$ cat config.mk
export PLATFORM = sky130hd
export DESIGN_NAME = mod_count_ctrl
export DESIGN_NICKNAME = d
export VERILOG_FILES = /design/src/rtl/mod_count_pkg.sv /design/src/rtl/mod_count_ctrl.sv
export SDC_FILE = /design/constraint.sdc
export NUM_CORES = 1
export LEC_CHECK = 0
export CAP_MARGIN = 20
export CORE_ASPECT_RATIO = 1.4
export CORE_MARGIN = 5
export CORE_UTILIZATION = 30
export DETAILED_ROUTE_END_ITERATION = 8
export PLACE_DENSITY = 0.6
export SLEW_MARGIN = 30
export SYNTH_ARGS = -nofsm -noshare
export SYNTH_HDL_FRONTEND = slang
export SYNTH_SLANG_ARGS = --single-unit
$ cat constraint.sdc
create_clock -name clk -period 4.4 [get_ports clk]
set_input_delay 0.44 -clock clk [delete_from_list [all_inputs] [get_ports clk]]
set_output_delay 0.44 -clock clk [all_outputs]
set_load 0.02 [all_outputs]
$ cat src/rtl/mod_count_pkg.sv
// Shared types and constants for the programmable modulo-N counter controller.
package mod_count_pkg;

    typedef enum logic [1:0] {
        IDLE = 2'd0,
        RUN  = 2'd1,
        DONE = 2'd2
    } state_t;

    // Smallest modulus that still produces a counting sequence.
    localparam int MIN_MOD = 2;

endpackage

$ cat src/rtl/mod_count_ctrl.sv
// Modulo-N counter with valid/ready configuration, start/stop sequencing,
// periodic or one-shot operation and a registered terminal-count pulse.
module mod_count_ctrl
    import mod_count_pkg::*;
#(
    parameter int WIDTH       = 5,
    parameter int DEFAULT_MOD = 16
) (
    input  logic             clk,
    input  logic             rst,
    input  logic             cfg_valid,
    output logic             cfg_ready,
    input  logic [WIDTH-1:0] cfg_mod,
    input  logic             cfg_oneshot,
    input  logic             start,
    input  logic             stop,
    output logic [WIDTH-1:0] count,
    output logic             tc,
    output logic             busy,
    output logic             done,
    output logic             err
);

    state_t           state, state_n;
    logic [WIDTH-1:0] count_n;
    logic [WIDTH-1:0] mod_reg, mod_n;
    logic             oneshot_reg, oneshot_n;
    logic             tc_n, done_n, err_n;

    logic             cfg_fire;
    logic             cfg_legal;
    logic             at_wrap;

    assign cfg_ready = (state != RUN);
    assign busy      = (state == RUN);
    assign cfg_fire  = cfg_valid && cfg_ready;
    assign cfg_legal = (cfg_mod >= WIDTH'(MIN_MOD));
    // mod_reg never drops below MIN_MOD, so this subtraction cannot wrap.
    assign at_wrap   = (count == (mod_reg - WIDTH'(1)));

    // NOTE: every next-state signal gets a default first so no path leaves it
    // unassigned; otherwise synthesis infers a latch.
    always_comb begin
        state_n   = state;
        count_n   = count;
        mod_n     = mod_reg;
        oneshot_n = oneshot_reg;
        tc_n      = 1'b0;
        done_n    = done;
        err_n     = err;

        unique case (state)
            IDLE, DONE: begin
                // A config handshake, legal or not, takes precedence over start.
                if (cfg_fire) begin
                    if (cfg_legal) begin
                        mod_n     = cfg_mod;
                        oneshot_n = cfg_oneshot;
                        count_n   = '0;
                        err_n     = 1'b0;
                        done_n    = 1'b0;
                        state_n   = IDLE;
                    end else begin
                        err_n     = 1'b1;
                    end
                end else if (start) begin
                    state_n = RUN;
                    count_n = '0;
                    done_n  = 1'b0;
                end
            end

            RUN: begin
                // stop beats wrap: count freezes and no tc/done is produced.
                if (stop) begin
                    state_n = IDLE;
                end else if (at_wrap) begin
                    count_n = '0;
                    tc_n    = 1'b1;
                    if (oneshot_reg) begin
                        state_n = DONE;
                        done_n  = 1'b1;
                    end
                end else begin
                    count_n = count + WIDTH'(1);
                end
            end

            default: begin
                state_n = IDLE;
            end
        endcase
    end

    // NOTE: sequential state uses non-blocking assignments so every register
    // samples the pre-edge values regardless of statement order.
    always_ff @(posedge clk) begin
        if (rst) begin
            state       <= IDLE;
            count       <= '0;
            mod_reg     <= WIDTH'(DEFAULT_MOD);
            oneshot_reg <= 1'b0;
            tc          <= 1'b0;
            done        <= 1'b0;
            err         <= 1'b0;
        end else begin
            state       <= state_n;
            count       <= count_n;
            mod_reg     <= mod_n;
            oneshot_reg <= oneshot_n;
            tc          <= tc_n;
            done        <= done_n;
            err         <= err_n;
        end
    end

endmodule

Yosys cells after proc, flatten, opt, wreduce, memory -nomap -nowiden
Cells that the tools add are included.
W data, S select, Z words.

storage, ports and cells
  register bits after elaboration = 16
  input port bits = 11
  word-level logic and storage cells = 54

operators by class
  add/subtract/negate cells = 2
  $lt $le $gt $ge = 1
  eq/ne operators = 11
  muxes and demuxes = 22
  bitwise operators = 1
  reduce and logical (&&, ||, !) cells = 10

operators by type and width
  cell                   number
  $mux W5                5
  $mux W2                6
  $pmux W5 S2            1
  $mux W1                8
  $reduce_and A4 Y1      2
  $ne A2 B1 Y1 const B   3
  $ne A3 B2 Y1 const B   2
  $ne A3 B3 Y1 const B   2
  $reduce_and A6 Y1      1
  $add A5 B1 Y5 const B  1
  $eq A5 B5 Y1           1
  $ge A5 B2 Y1 const B   1
  $sub A5 B1 Y5 const B  1
  $pmux W2 S2            1
  $reduce_and A3 Y1      1
  $reduce_or A3 Y1       1
  $eq A2 B1 Y1 const B   1
  $eq A2 B2 Y1 const B   1
  $logic_not A2 Y1       1
  $ne A2 B2 Y1 const B   1
  $pmux W1 S2            1
  $reduce_and A2 Y1      1
  $reduce_bool A2 Y1     1
  $reduce_or A2 Y1       1
  2 further kinds        2

Longest topological paths before layout
  word-level depth = 5
  gate-level depth with buffers = 7
  mapped depth without buffers = 7

Least setup slack after synthesis
No wires, ideal clock.

  kind = reg2reg
  start point = reg mod_reg[0]
  end point = reg done
  setup time = 80 ps
  arrival = 1907 ps
  data required time = 4320 ps
  slack = 2414 ps
  stages on the path, launching flop included = 8
  buffers on the path = 0
  clock period less this slack = 1986 ps
  path through = dfxtp_1 > inv_1 > ha_1 > xnor2_1 > a211oi_2 > o311ai_4 > or4_4 > a211oi_2

between the ends
  cells in the longest elaborated chain, start to end = 4

RTL lines
  what                         RTL line               source
  start: declaration           mod_count_ctrl.sv:26   logic [WIDTH-1:0] mod_reg, mod_n;
  start signal: assignment     mod_count_ctrl.sv:101  mod_reg <= WIDTH'(DEFAULT_MOD);
  start signal: assignment     mod_count_ctrl.sv:109  mod_reg <= mod_n;
  $sub A5 B1 Y5                mod_count_ctrl.sv:39   assign at_wrap = (count == (mod_reg - WIDTH'(1)));
  $eq A5 B5 Y1                 mod_count_ctrl.sv:39
  $ne A2 B1 Y1 (no line)       -
  $reduce_and A6 Y1 (no line)  -
  end signal: assignment       mod_count_ctrl.sv:112  done <= done_n;
  end: declaration             mod_count_ctrl.sv:20   output logic done,

No other way between the ends.
A chain may end at the register's enable or synchronous reset.

Final worst setup path
  start point = in cfg_mod[4]
  end point = reg count[1]

between the ends
  cells in the longest elaborated chain, start to end = 3

RTL lines
  what                         RTL line               source
  start: declaration           mod_count_ctrl.sv:13   input logic [WIDTH-1:0] cfg_mod,
  $ge A5 B2 Y1                 mod_count_ctrl.sv:37   assign cfg_legal = (cfg_mod >= WIDTH'(MIN_MOD));
  $ne A3 B3 Y1 (no line)       -
  $reduce_and A4 Y1 (no line)  -
  end signal: assignment       mod_count_ctrl.sv:108  count <= count_n;
  end: declaration             mod_count_ctrl.sv:17   output logic [WIDTH-1:0] count,

No other way between the ends.

==> impl_metrics.json <==
{
  "synth_cell_types": 29,
  "reg2reg_to": "done$_SDFFE_PP0P_",
  "syn-instance-count": 91,
  "crit_fanout": 4,
  "htreeDepth": 1,
  "grtUsageTotal": 0.113,
  "start_util": 0.312,
  "vias": 764,
  "nNetsFinal": 127,
  "yosysWarnings": 0,
  "hold_viol": 0,
  "pin_count": 21,
  "dieArea_mm2": 0.00388,
  "ant_nets": 0,
  "synth_top_family_by_area": "simple AND/OR/NAND/NOR gates",
  "relSlewSlack": 0.596,
  "max_freq_mhz": 458,
  "endpoint_kind": "flop",
  "synth-simple-area-share": 0.243,
  "fin_crit_sh": 0.497,
  "cts_sinks": 16,
  "ir_drop_mv": 0.140,
  "synth-seq-area-share": 0.392,
  "syn_nets": 104,
  "cts_buffers": 3,
  "cts_tree": "yes",
  "cp-start-kind": "input port",
  "skew_ns": 0.00625,
  "worst_r2r_path_depth": 7,
  "postCtsSetupBuffers": 0,
  "port_buffers": 20,
  "globalRouteOverflowTotal": 0,
  "cap_violations": 0,
  "synth_seq_cells": 16,
  "clk_pin_slew_worst_paths_ns": 0.10,
  "clkLatencyLatePin_ns": 0.29,
  "rsz0062_at_grt": "no",
  "grt_pass1_wl_um": 3170,
  "hold_ws_ns": 0.471,
  "core_mm2": 0.00262,
  "synth_xor_area_frac": 0.0643,
  "hpwlAfterDp_um": 1510,
  "viasPerCell": 5.13,
  "chipHeight_um": 71.7,
  "whs_path_depth": 2,
  "arrival_ns": 2.41,
  "setup_viol_count_final": 0,
  "final_max_slew_viol_count": 0,
  "drc": 0,
  "synth_area_per_cell_um2": 8.98,
  "hold_class": "flop to flop",
  "cts_resized": 0,
  "rr_startpoint": "mod_reg[0]$_SDFFE_PP0P_",
  "startpoint": "cfg_mod[4]",
  "antenna_found_initial": 0,
  "synth_compound_area_frac": 0.196,
  "synthMuxAreaShare": 0.0368,
  "n_antenna_cell": 0,
  "synthAdderAreaFrac": 0.0306,
  "wl_um": 1950,
  "grt_max_degree": 15,
  "gp_congestion": 0.727,
  "netlist_area_um2": 817,
  "drive_above_1_share": 0.0885,
  "dr.pass1.iters": 4,
  "powerDensity_mw_per_mm2": 280,
  "cts_root_buffer": "clkbuf_4",
  "crit_type": "input port to flop",
  "hold_buffers": 0,
  "min_to": "state[1]$_SDFFE_PP0P_",
  "setup_tns_ns": 0,
  "hold_path_startpoint": "state[1]$_SDFFE_PP0P_",
  "grt_pass1_vias": 719,
  "rrSetupSlack_ns": 2.25,
  "cp.required_ns": 4.63,
  "worst_pin_slew_ns": 0.601,
  "cts_buffer_depth": 2,
  "area_growth_pct": 33.5,
  "status": "complete, no violations",
  "dr.first_iter.drc_count": 12,
  "period_needed_ns": 2.19,
  "die_w_um": 54.1,
  "fp-row-count": 22,
  "wl_per_cell_um": 13.1,
  "p_leak_nw": 0.371
}
## stage by stage
| step | power [mW] | instance area (µm²) | util | setup WS (ns) | std cells |
|---|---|---|---|---|---|
| floorplan | 0.190 | 817 | - | 2.41 | 91 |
| global route | 0.321 | 1090 | 0.417 | 2.07 | 149 |
| detailed placement | 0.211 | 1050 | 0.403 | 1.90 | 145 |
| global placement | 0.209 | 1050 | 0.403 | 1.96 | 145 |
| finish | 0.305 | 1090 | 0.417 | 2.21 | 149 |
| CTS | 0.309 | 1090 | 0.417 | 2.23 | 149 |
## critical path, stage by stage
cell and delay (ns):
clkdlybuf4s50_1 0.43, nor4_1 0.57, a211oi_1 0.25, or4b_2 0.63, o21ai_0 0.08
## final cells by class
cell class | instances | area [µm²]
clock buffer | 4 | 36.3
fill | 277 | 1520
inverter | 6 | 22.5
multi-input combinational | 67 | 467
sequential | 16 | 320
tap | 36 | 45.0
timing repair buffer | 20 | 200
## routing by layer
layer / vias up / track usage / wire [µm]
met5: - / 0 / 0
met4: 0 / 0.0831 / 66
met3: 4 / 0.0249 / 68
met2: 17 / 0.183 / 986
met1: 364 / 0.123 / 824
li1: 379 / - / -
## cells in the mapped netlist
master	count	area (µm²)
dfxtp_1	16	320
nor2_1	12	45.0
inv_1	6	22.5
nand2_1	6	22.5
o21ai_0	4	20.0
a21oi_1	3	15.0
a22oi_1	3	22.5
mux2i_1	3	30.0
nand4_1	3	18.8
o311ai_0	3	26.3
xnor2_1	3	26.3
xor2_1	3	26.3
a211oi_1	2	15.0
a211oi_2	2	25.0
clkbuf_1	2	7.51
ha_1	2	25.0
nand2b_1	2	12.5
nand3_1	2	10.0
nand3b_1	2	15.0
nor3_1	2	10.0
nor4_1	2	12.5
a221o_1	1	10.0
nand4bb_1	1	11.3
nor2b_1	1	6.26
o311ai_4	1	26.3
or2_2	1	6.26
or2b_1	1	7.51
or4_4	1	11.3
or4b_2	1	10.0
## power by group
| part | internal, mW | switching (mW) |
|---|---|---|
| Combinational | 0.0250 | 0.0268 |
| Sequential | 0.150 | 0.00528 |
| Clock | 0.0504 | 0.0477 |
| Total | 0.225 | 0.0799 |
## cell usage in the layout (no fill, tap or decap), types with 3 or more instances in the layout
master            n
a21oi_1           3
a22oi_1           3
clkbuf_4          3
clkdlybuf4s50_1  20
dfxtp_1          16
inv_1             6
mux2i_1           3
nand2_1           6
nand4_1           3
nor2_1           12
o21ai_0           4
o311ai_0          3
xnor2_1           3
xor2_1            3
## kinds of logic after synthesis
group	count (synthesis)
DFF	16
adders and majority gates	2
muxes	3
and+or+nand+nor	37
xor gates and xnor gates	6
buffers and inverters	8
AOI/OAI and AO/OA	19
## worst max path at each step
stage / endpoint / cells past startpoint / slack [ns]
final: count[1]$_SDFFE_PP0P_ / 5 / 2.21
after global routing: count[1]$_SDFFE_PP0P_ / 5 / 2.07
after CTS: count[1]$_SDFFE_PP0P_ / 5 / 2.23
after detailed placement: count[1]$_SDFFE_PP0P_ / 5 / 1.90
after global placement: count[1]$_SDFFE_PP0P_ / 5 / 1.96
after floorplan: done$_SDFFE_PP0P_ / 7 / 2.41
No activity file was read; power rests on OpenSTA's default activity.
